==> src/rtl/memory_stage_if.sv <==
// Bundles the upstream, writeback and data-memory signals of the memory stage.
// The stage connects through the slave modport; its environment uses master.
interface memory_stage_if;
  // upstream (from execute)
  logic        in_valid;
  logic        in_ready;
  logic [6:0]  opcode;
  logic [5:0]  instr_id;
  logic [4:0]  rd_addr;
  logic [31:0] exec_output;
  logic [31:0] mem_addr;
  logic [31:0] rs2;
  // downstream (to writeback)
  logic        out_valid;
  logic        out_ready;
  logic [4:0]  wb_rd_addr;
  logic [31:0] wb_data;
  logic        wb_we;
  logic        misaligned_err;
  // data memory
  logic        dmem_req;
  logic        dmem_we;
  logic [31:0] dmem_addr;
  logic [31:0] dmem_wdata;
  logic [3:0]  dmem_wstrb;
  logic        dmem_ready;
  logic [31:0] dmem_rdata;

  modport slave (
    input  in_valid, opcode, instr_id, rd_addr, exec_output, mem_addr, rs2,
           out_ready, dmem_ready, dmem_rdata,
    output in_ready, out_valid, wb_rd_addr, wb_data, wb_we, misaligned_err,
           dmem_req, dmem_we, dmem_addr, dmem_wdata, dmem_wstrb
  );

  modport master (
    output in_valid, opcode, instr_id, rd_addr, exec_output, mem_addr, rs2,
           out_ready, dmem_ready, dmem_rdata,
    input  in_ready, out_valid, wb_rd_addr, wb_data, wb_we, misaligned_err,
           dmem_req, dmem_we, dmem_addr, dmem_wdata, dmem_wstrb
  );
endinterface

==> src/rtl/memory_stage.sv <==
// RV32I memory stage: passes ALU results through in one cycle, performs
// aligned loads/stores over a ready-handshaked data-memory port, and flags
// misaligned accesses without touching memory.
module memory_stage (
  input  logic          clk,
  input  logic          rst,
  memory_stage_if.slave bus
);
  localparam logic [0:0] S_IDLE = 1'b0;
  localparam logic [0:0] S_MEM  = 1'b1;

  localparam logic [5:0] ID_LB  = 6'h13;
  localparam logic [5:0] ID_LH  = 6'h14;
  localparam logic [5:0] ID_LW  = 6'h15;
  localparam logic [5:0] ID_LBU = 6'h16;
  localparam logic [5:0] ID_LHU = 6'h17;
  localparam logic [5:0] ID_SB  = 6'h18;
  localparam logic [5:0] ID_SH  = 6'h19;
  localparam logic [5:0] ID_SW  = 6'h1A;

  logic [0:0]  state_q, state_d;
  logic        out_valid_q, out_valid_d;
  logic [31:0] wb_data_q, wb_data_d;
  logic        wb_we_q, wb_we_d;
  logic [4:0]  wb_rd_addr_q, wb_rd_addr_d;
  logic        mis_err_q, mis_err_d;
  logic        dmem_req_q, dmem_req_d;
  logic        dmem_we_q, dmem_we_d;
  logic [31:0] dmem_addr_q, dmem_addr_d;
  logic [31:0] dmem_wdata_q, dmem_wdata_d;
  logic [3:0]  dmem_wstrb_q, dmem_wstrb_d;
  // in-flight access context needed to shape the load result
  logic [5:0]  pend_id_q, pend_id_d;
  logic [1:0]  pend_lo_q, pend_lo_d;
  logic [4:0]  pend_rd_q, pend_rd_d;

  logic        accept, is_mem, is_load, is_half, is_word, misaligned, alu_we;
  logic [31:0] ld_shift, ld_data;

  // Ready only in IDLE with a free (or draining) output register, never in reset
  assign bus.in_ready = !rst && (state_q == S_IDLE) && (!out_valid_q || bus.out_ready);
  assign accept       = bus.in_valid && bus.in_ready;

  // Decode the incoming entry
  always_comb begin
    is_mem     = (bus.instr_id >= ID_LB) && (bus.instr_id <= ID_SW);
    is_load    = (bus.instr_id >= ID_LB) && (bus.instr_id <= ID_LHU);
    is_half    = (bus.instr_id == ID_LH) || (bus.instr_id == ID_LHU) || (bus.instr_id == ID_SH);
    is_word    = (bus.instr_id == ID_LW) || (bus.instr_id == ID_SW);
    misaligned = (is_half && bus.mem_addr[0]) || (is_word && (bus.mem_addr[1:0] != 2'b00));
    alu_we     = ((bus.opcode == 7'b0110011) || (bus.opcode == 7'b0010011) ||
                  (bus.opcode == 7'b1101111) || (bus.opcode == 7'b1100111) ||
                  (bus.opcode == 7'b0110111)) && (bus.rd_addr != 5'd0);
  end

  // Align the returned word so the addressed byte/half sits at bit 0, then extend
  always_comb begin
    ld_shift = bus.dmem_rdata >> {pend_lo_q, 3'b000};
    case (pend_id_q)
      ID_LB:   ld_data = {{24{ld_shift[7]}}, ld_shift[7:0]};
      ID_LBU:  ld_data = {24'd0, ld_shift[7:0]};
      ID_LH:   ld_data = {{16{ld_shift[15]}}, ld_shift[15:0]};
      ID_LHU:  ld_data = {16'd0, ld_shift[15:0]};
      default: ld_data = ld_shift;
    endcase
  end

  // Next-state: output register handshake, entry acceptance and memory completion
  always_comb begin
    state_d      = state_q;
    out_valid_d  = out_valid_q;
    wb_data_d    = wb_data_q;
    wb_we_d      = wb_we_q;
    wb_rd_addr_d = wb_rd_addr_q;
    mis_err_d    = mis_err_q;
    dmem_req_d   = dmem_req_q;
    dmem_we_d    = dmem_we_q;
    dmem_addr_d  = dmem_addr_q;
    dmem_wdata_d = dmem_wdata_q;
    dmem_wstrb_d = dmem_wstrb_q;
    pend_id_d    = pend_id_q;
    pend_lo_d    = pend_lo_q;
    pend_rd_d    = pend_rd_q;

    if (out_valid_q && bus.out_ready) begin
      out_valid_d  = 1'b0;
      wb_data_d    = 32'd0;
      wb_we_d      = 1'b0;
      wb_rd_addr_d = 5'd0;
      mis_err_d    = 1'b0;
    end

    case (state_q)
      S_IDLE: begin
        if (accept) begin
          if (!is_mem) begin
            out_valid_d  = 1'b1;
            wb_data_d    = bus.exec_output;
            wb_we_d      = alu_we;
            wb_rd_addr_d = bus.rd_addr;
            mis_err_d    = 1'b0;
          end else if (misaligned) begin
            out_valid_d  = 1'b1;
            wb_data_d    = 32'd0;
            wb_we_d      = 1'b0;
            wb_rd_addr_d = bus.rd_addr;
            mis_err_d    = 1'b1;
          end else begin
            state_d      = S_MEM;
            dmem_req_d   = 1'b1;
            dmem_we_d    = !is_load;
            dmem_addr_d  = {bus.mem_addr[31:2], 2'b00};
            pend_id_d    = bus.instr_id;
            pend_lo_d    = bus.mem_addr[1:0];
            pend_rd_d    = bus.rd_addr;
            case (bus.instr_id)
              ID_SB: begin
                dmem_wstrb_d = 4'b0001 << bus.mem_addr[1:0];
                dmem_wdata_d = {4{bus.rs2[7:0]}};
              end
              ID_SH: begin
                dmem_wstrb_d = 4'b0011 << bus.mem_addr[1:0];
                dmem_wdata_d = {2{bus.rs2[15:0]}};
              end
              ID_SW: begin
                dmem_wstrb_d = 4'b1111;
                dmem_wdata_d = bus.rs2;
              end
              default: begin
                dmem_wstrb_d = 4'b0000;
                dmem_wdata_d = 32'd0;
              end
            endcase
          end
        end
      end
      default: begin
        if (bus.dmem_ready) begin
          state_d      = S_IDLE;
          dmem_req_d   = 1'b0;
          dmem_we_d    = 1'b0;
          dmem_wstrb_d = 4'b0000;
          out_valid_d  = 1'b1;
          wb_rd_addr_d = pend_rd_q;
          mis_err_d    = 1'b0;
          if (pend_id_q <= ID_LHU) begin
            wb_data_d = ld_data;
            wb_we_d   = (pend_rd_q != 5'd0);
          end else begin
            wb_data_d = 32'd0;
            wb_we_d   = 1'b0;
          end
        end
      end
    endcase
  end

  // State registers with synchronous reset
  always_ff @(posedge clk) begin
    if (rst) begin
      state_q      <= S_IDLE;
      out_valid_q  <= 1'b0;
      wb_data_q    <= 32'd0;
      wb_we_q      <= 1'b0;
      wb_rd_addr_q <= 5'd0;
      mis_err_q    <= 1'b0;
      dmem_req_q   <= 1'b0;
      dmem_we_q    <= 1'b0;
      dmem_addr_q  <= 32'd0;
      dmem_wdata_q <= 32'd0;
      dmem_wstrb_q <= 4'd0;
      pend_id_q    <= 6'd0;
      pend_lo_q    <= 2'd0;
      pend_rd_q    <= 5'd0;
    end else begin
      state_q      <= state_d;
      out_valid_q  <= out_valid_d;
      wb_data_q    <= wb_data_d;
      wb_we_q      <= wb_we_d;
      wb_rd_addr_q <= wb_rd_addr_d;
      mis_err_q    <= mis_err_d;
      dmem_req_q   <= dmem_req_d;
      dmem_we_q    <= dmem_we_d;
      dmem_addr_q  <= dmem_addr_d;
      dmem_wdata_q <= dmem_wdata_d;
      dmem_wstrb_q <= dmem_wstrb_d;
      pend_id_q    <= pend_id_d;
      pend_lo_q    <= pend_lo_d;
      pend_rd_q    <= pend_rd_d;
    end
  end

  assign bus.out_valid      = out_valid_q;
  assign bus.wb_data        = wb_data_q;
  assign bus.wb_we          = wb_we_q;
  assign bus.wb_rd_addr     = wb_rd_addr_q;
  assign bus.misaligned_err = mis_err_q;
  assign bus.dmem_req       = dmem_req_q;
  assign bus.dmem_we        = dmem_we_q;
  assign bus.dmem_addr      = dmem_addr_q;
  assign bus.dmem_wdata     = dmem_wdata_q;
  assign bus.dmem_wstrb     = dmem_wstrb_q;
endmodule

==> src/flat_wrapper.sv <==
// flat-port wrapper written by rule: the top's interface ports become plain ports
module memory_stage_flat 
  (clk, rst, bus_in_valid, bus_opcode, bus_instr_id, bus_rd_addr, bus_exec_output, bus_mem_addr, bus_rs2, bus_out_ready, bus_dmem_ready, bus_dmem_rdata, bus_in_ready, bus_out_valid, bus_wb_rd_addr, bus_wb_data, bus_wb_we, bus_misaligned_err, bus_dmem_req, bus_dmem_we, bus_dmem_addr, bus_dmem_wdata, bus_dmem_wstrb);
  memory_stage_if bus_i ();
  input  logic clk;
  input  logic rst;
  input wire logic [$bits(bus_i.in_valid)-1:0] bus_in_valid;
  input wire logic [$bits(bus_i.opcode)-1:0] bus_opcode;
  input wire logic [$bits(bus_i.instr_id)-1:0] bus_instr_id;
  input wire logic [$bits(bus_i.rd_addr)-1:0] bus_rd_addr;
  input wire logic [$bits(bus_i.exec_output)-1:0] bus_exec_output;
  input wire logic [$bits(bus_i.mem_addr)-1:0] bus_mem_addr;
  input wire logic [$bits(bus_i.rs2)-1:0] bus_rs2;
  input wire logic [$bits(bus_i.out_ready)-1:0] bus_out_ready;
  input wire logic [$bits(bus_i.dmem_ready)-1:0] bus_dmem_ready;
  input wire logic [$bits(bus_i.dmem_rdata)-1:0] bus_dmem_rdata;
  output wire logic [$bits(bus_i.in_ready)-1:0] bus_in_ready;
  output wire logic [$bits(bus_i.out_valid)-1:0] bus_out_valid;
  output wire logic [$bits(bus_i.wb_rd_addr)-1:0] bus_wb_rd_addr;
  output wire logic [$bits(bus_i.wb_data)-1:0] bus_wb_data;
  output wire logic [$bits(bus_i.wb_we)-1:0] bus_wb_we;
  output wire logic [$bits(bus_i.misaligned_err)-1:0] bus_misaligned_err;
  output wire logic [$bits(bus_i.dmem_req)-1:0] bus_dmem_req;
  output wire logic [$bits(bus_i.dmem_we)-1:0] bus_dmem_we;
  output wire logic [$bits(bus_i.dmem_addr)-1:0] bus_dmem_addr;
  output wire logic [$bits(bus_i.dmem_wdata)-1:0] bus_dmem_wdata;
  output wire logic [$bits(bus_i.dmem_wstrb)-1:0] bus_dmem_wstrb;
  assign bus_i.in_valid = bus_in_valid;
  assign bus_i.opcode = bus_opcode;
  assign bus_i.instr_id = bus_instr_id;
  assign bus_i.rd_addr = bus_rd_addr;
  assign bus_i.exec_output = bus_exec_output;
  assign bus_i.mem_addr = bus_mem_addr;
  assign bus_i.rs2 = bus_rs2;
  assign bus_i.out_ready = bus_out_ready;
  assign bus_i.dmem_ready = bus_dmem_ready;
  assign bus_i.dmem_rdata = bus_dmem_rdata;
  assign bus_in_ready = bus_i.in_ready;
  assign bus_out_valid = bus_i.out_valid;
  assign bus_wb_rd_addr = bus_i.wb_rd_addr;
  assign bus_wb_data = bus_i.wb_data;
  assign bus_wb_we = bus_i.wb_we;
  assign bus_misaligned_err = bus_i.misaligned_err;
  assign bus_dmem_req = bus_i.dmem_req;
  assign bus_dmem_we = bus_i.dmem_we;
  assign bus_dmem_addr = bus_i.dmem_addr;
  assign bus_dmem_wdata = bus_i.dmem_wdata;
  assign bus_dmem_wstrb = bus_i.dmem_wstrb;
  memory_stage u_core (.clk(clk), .rst(rst), .bus(bus_i));
endmodule
==> config.mk <==
export PLATFORM = sky130hd
export DESIGN_NAME = memory_stage_flat
export DESIGN_NICKNAME = d
export VERILOG_FILES = /design/src/rtl/memory_stage_if.sv /design/src/rtl/memory_stage.sv /design/src/flat_wrapper.sv
export SDC_FILE = /design/constraint.sdc
export NUM_CORES = 1
export LEC_CHECK = 0
export CAP_MARGIN = 15
export CORE_MARGIN = 2
export CORE_UTILIZATION = 43
export CTS_CLUSTER_DIAMETER = 100
export DETAILED_ROUTE_END_ITERATION = 8
export PLACE_DENSITY = 0.8
export SLEW_MARGIN = 20
export SYNTH_ARGS = -nofsm -noshare
export SYNTH_HDL_FRONTEND = slang
export SYNTH_SLANG_ARGS = --single-unit
==> constraint.sdc <==
create_clock -name clk -period 2.5 [get_ports clk]
set_input_delay 0.5 -clock clk [delete_from_list [all_inputs] [get_ports clk]]
set_output_delay 0.5 -clock clk [all_outputs]
set_load 0.03 [all_outputs]
### Yosys cells after proc, flatten, opt, wreduce, memory -nomap -nowiden

Index checks and enable logic that the tools add are counted.

* eq/ne operators: 17
* bitwise operators: 2
* reduce and logical (&&, ||, !) cells: 28
* order comparisons: 4
* shifts and indexed selects: 3
* muxes and demuxes: 54

Operators with widths (count)
* 32-bit two-way mux: 7
* 32-bit case mux with 4 select lines: 1
* 32-bit case mux with 3 select lines: 1
* 6-bit by 5-bit == test with 1-bit output, second input constant: 10
* 1-bit two-way mux: 33
* 32-bit by 5-bit right shift with 32-bit output: 1
* 5-bit two-way mux: 6
* 4-bit two-way mux: 5
* 6-bit by 5-bit <= comparator with 1-bit output, second input constant: 3
* 7-bit by 6-bit == test with 1-bit output, second input constant: 2
* 7-bit == test, second input constant: 2
* 4-bit case mux with 3 select lines: 1
* 5-bit nonzero test: 2
* 1-bit logical AND: 9
* 1-bit logical OR: 9
* 4-bit AND reduction: 2
* 7-bit by 5-bit == test with 1-bit output, second input constant: 1
* 6-bit by 5-bit >= comparator with 1-bit output, second input constant: 1
* 2-bit nonzero test: 3
* 1-bit by 2-bit << shifter with 4-bit output, first input constant: 1
* 2-bit by 2-bit << shifter with 4-bit output, first input constant: 1
* 1-bit logical NOT: 3
* 2-bit by 1-bit inequality test with 1-bit output, second input constant: 1
* 2-bit inequality test, second input constant: 1
* 1-bit inverter: 2

* bits of input ports: 151
* output and inout port bits: 111
* register bits: 122
* word-level logic and storage cells: 122

### Longest topological paths before layout

* depth after elaboration: 9
* gate-level depth with buffers: 9
* mapped depth without buffers: 5

### Worst setup path after synthesis

Ideal clock, no wire load.

* path kind: in2out
* from: input rst
* to: output bus_in_ready
* cell stages on the path: 4
* buffers on the path: 3
* arrival: 1.802 ns
* data required time: 2.000 ns
* path slack: 0.198 ns
* path through: clkbuf_1 -> clkbuf_1 -> clkbuf_1 -> nor3_1

* cells in the longest elaborated chain, start to end: 3

RTL lines
* from (decl): line flat_wrapper.sv:6 `input logic rst;`
* 1-bit logical NOT: line memory_stage.sv:41 `assign bus.in_ready = !rst && (state_q == S_IDLE) && (!out_valid_q || bus.out_ready);`
* 1-bit logical AND (2 in series): line memory_stage.sv:41
* to (decl): line flat_wrapper.sv:17 `output wire logic [$bits(bus_i.in_ready)-1:0] bus_in_ready;`

No other way between the ends.

### Worst setup path after layout

* from: input bus_instr_id[0]
* to: register u_core.dmem_wdata_q[21], in the netlist u_core.bus.dmem_wdata[21]

* cells in the longest elaborated chain, start to end: 7
* elaborated cells between the ends (all ways): 18
* classes of those cells: order compare (2); eq/ne (6); mux (1); bitwise (1); reduce/logical (8)

RTL lines
* from (decl): line flat_wrapper.sv:9 `input wire logic [$bits(bus_i.instr_id)-1:0] bus_instr_id;`
* branches (longest 7 deep; another with 6-bit by 5-bit >= comparator with 1-bit output)
* to (signal assigned): line memory_stage.sv:185 `dmem_wdata_q <= dmem_wdata_d;`
* to (decl): line memory_stage.sv:30 `logic [31:0] dmem_wdata_q, dmem_wdata_d;`

Several ways; the timed one is not identified.
A chain may end at the register's enable or synchronous reset.

==> metrics.md <==
| Metric | Value |
|---|---|
| Status | `finished clean` |
| Combinational share of power | `0.184` |
| Hold Path Class | `in2reg` |
| Post-synthesis async set-or-reset flop share | `0` |
| Leakage | `0.00357 uW` |
| DR vias | `roughly 7,000` |
| Dpl cells | `1,175` |
| H-tree lvl count | `4` |
| Post-route antenna net violation count | `0` |
| Clk sinks | `122` |
| RR Endpoint | `u_core.bus.wb_data[23]` |
| Slew headroom | `0.333` |
| Top-area cell type share of the netlist area | `0.391` |
| Most frequent cell after synthesis | `dfxtp_1` |
| Max cap viols | `0` |
| TritonCTS Buffers | `17` |
| Root Driver | `clkbuf_16` |
| Fmax | `between 400 and 500 MHz` |
| RSZ-0062 raised after global routing | `no` |
| I/O pins | `262` |
| Yosys cell types | `62` |
| Initial Utilization | `0.435` |
| Drc violations | `0` |
| Synth top area cells | `dfxtp_1, a21oi_1, o21ai_0, nand3_1, a221o_1` |
| Hold path depth | `2` |
| CTS tree | `built` |
| Fraction of layout cells with a size suffix above 1 | `0.104` |
| Fin. Hold Viols | `0` |
| Crit path DAT | `2.62 ns` |
| Fin crit period | `~2.3 ns` |
| Pre-antenna DRT Iters | `6` |
| Rows | `between 40 and 50` |
| Final wirelength | `~22,000 um` |
| CP Max Fanout | `37` |
| Number of global-route vias before repair | `6,680` |
| Hold endpoint | `u_core.bus.out_valid` |
| Largest area contributor in the netlist | `dfxtp_1` |
| Vias per inst | `5.80` |
| First-pass GRT wire length | `between 30,000 and 40,000 um` |
| FF-to-FF setup slack | `0.24 ns` |
| Worst Path Required | `2.82 ns` |
| CTS Hold Bufs | `0` |
| Post-synth top cells | `dfxtp_1, a21oi_1, o21ai_0, nand2_1, nand3_1` |
| Design area | `9780 sq um` |
| WL/cell | `18.3 um` |
| Antenna fix cells | `0` |
| Core area | `14,400 sq um` |
| Post-CTS sizing | `0` |
| Postcts setup bufs | `0` |
| I/O Buffers | `259` |
| Grt ovf | `0` |
| GRT Util Overall | `0.279` |
| Seq/Total Area, Yosys | `0.391` |
| P per Cell Area | `529 nW/um^2` |
| Avg Synthesized Cell Area | `8.39 sq um` |
| Yosys warns | `0` |
| Reg2reg path depth | `6` |
| Largest net degree at the start of global routing | `69` |
| Die ar. | `15,500 sq um` |
| Final Wtd Congestion | `between 0.8 and 0.9` |
| Placed Area | `~9300 sq um` |
| Fin crit share | `0.922` |
| Number of flops mapped to enable cells by yosys | `0` |
| Final setup skew | `just over 0.005 ns` |
| Sequential power share | `0.399` |
| Setup TNS | `0 ns` |
| Clk buf depth | `2` |
| Worst slew pin tran | `approximately 0.99 ns` |
| Clock transition at the registers of the reported paths | `0.05 ns` |
| Final core utilization | `0.681` |
| Type of the worst setup path | `in2reg` |
| Clock network fraction of total power | `0.417` |
| Post-synthesis cell count | `744` |
| Area grow syn2layout | `56.7%` |
| Prevailing post-synth register cell | `dfxtp_1` |
| Hold_sp | `rst` |
| VDD IR-drop max | `0.409 mV` |
| Crit Reg-Reg Startpoint | `u_core.pend_lo_q[1]` |
| Slew Limit Fails | `0` |
| Clk Latency, worst-skew pair | `0.41 ns` |
| Hold slack | `0.399 ns` |
| Sw Ratio | `0.257` |
| Endpoints failing setup | `0` |
| DP HPWL | `roughly 16,000 um` |
| Crit path capture type | `flop` |
| Die Ht | `125 um` |
| Post-synthesis register bit count | `122` |
| Psw | `1330 uW` |
| Finished Layout Cells | `1,202` |
| Initial antenna violation count | `0` |
| Nets | `1,161` |
| Die width | `around 120 um` |
| Critical path startpoint category | `input port` |
| Cell internal power dissipation | `3840 uW` |
| Synthesized cell area | `between 6000 and 7000 sq um` |
| Initial DRC Count | `700` |
## worst max path at each step
stage	start	end	slack, ns	depth (start not counted)
2_1_floorplan	rst	bus_in_ready	0.20	4
3_3_place_gp	bus_instr_id[1]	u_core.bus.wb_data[11]	-0.14	7
3_5_place_dp	bus_instr_id[0]	u_core.bus.dmem_wdata[21]	-0.24	7
4_1_cts	bus_instr_id[0]	u_core.bus.dmem_wdata[20]	0.22	7
5_1_grt	bus_instr_id[3]	u_core.bus.dmem_addr[7]	0.02	10
6_report	bus_instr_id[0]	u_core.bus.dmem_wdata[21]	0.20	7
## metrics by stage
stage / total power (uW) / worst slack, ns
detailed placement: 3050 / -0.241
global placement: 3040 / -0.142
global route: 5360 / 0.0224
CTS: 5190 / 0.217
floorplan: 2520 / 0.198
finish: 5170 / 0.196
## power by group through the flow
stage               Combinational (uW)  Sequential [uW]  Clock (uW)
global placement                   934             2100           0
finish                             950             2070        2160
global route                      1000             2070        2280
detailed placement                 941             2100           0
CTS                                946             2060        2180
floorplan                          308             2220           0
## cells in the final DEF (no fill, tap or decap), types with 3 or more instances in the layout
| master | netlist | final |
|---|---|---|
| nor2_1 | 26 | 24 |
| nand2b_1 | 25 | 25 |
| a22oi_1 | 10 | 10 |
| nand3_1 | 53 | 53 |
| inv_1 | 4 | 4 |
| nand4_1 | 24 | 24 |
| a221o_1 | 21 | 21 |
| mux2i_1 | 17 | 17 |
| a32oi_1 | 7 | 7 |
| nor3b_1 | 3 | 3 |
| clkbuf_16 | 0 | 17 |
| nor2b_1 | 20 | 20 |
| buf_4 | 9 | 48 |
| nor3_1 | 4 | 4 |
| clkbuf_8 | 0 | 4 |
| a211o_1 | 16 | 16 |
| clkinv_2 | 0 | 4 |
| o2bb2ai_1 | 7 | 7 |
| clkdlybuf4s50_1 | 0 | 257 |
| a22o_1 | 13 | 13 |
| a211oi_1 | 6 | 6 |
| buf_12 | 0 | 10 |
| a222oi_1 | 8 | 8 |
| o21ai_0 | 76 | 76 |
| a21oi_1 | 92 | 92 |
| nand2_1 | 54 | 54 |
| nand3b_1 | 3 | 3 |
| dfxtp_1 | 122 | 122 |
| and3b_1 | 3 | 3 |
| o21ai_1 | 19 | 19 |
## kinds of logic (layout without fill, tap and decap cells)
family          after synthesis  count (layout)  synth area share
compound gates              296             296             0.313
buf+inv                      74             347            0.0589
simple gates                229             229             0.199
flops                       122             122             0.391
other cells                   1               2          0.000601
mux                          21              21            0.0367
xor+xnor                      1               1           0.00140
## worst max-delay path: stages
cell,delay (ns)
clkdlybuf4s50_1,0.58
and4bb_1,0.26
o41ai_4,0.43
a21o_2,0.27
buf_12,0.22
a21oi_1,0.10
a211oi_1,0.23
## state kept, by name (all words and copies together) (netlist names), 2 cells and up
signal	count
u_core.bus.dmem_wdata	32
u_core.bus.wb_data	32
u_core.bus.dmem_addr	30
u_core.pend_id_q	6
u_core.bus.wb_rd_addr	5
u_core.pend_rd_q	5
u_core.bus.dmem_wstrb	4
u_core.pend_lo_q	2
## routing by layer
| metal | up-vias | track usage | part of all wire |
|---|---|---|---|
| met4 | 0 | 0.116 | 0.030 |
| li1 | 3326 | - | - |
| met2 | 366 | 0.444 | 0.46 |
| met3 | 51 | 0.0777 | 0.091 |
| met5 | - | 0 | 0 |
| met1 | 3228 | 0.356 | 0.41 |
## final cells by class
cell class	count	area [sq um]
Tap cell	184	230
Multi-Input combinational cell	549	3450
Sequential cell	122	2440
Clock inverter	4	20.0
Clock buffer	23	488
Inverter	4	15.0
Fill cell	1185	4590
Timing Repair Buffer	316	3140
No activity file was read; power rests on OpenSTA's default activity.
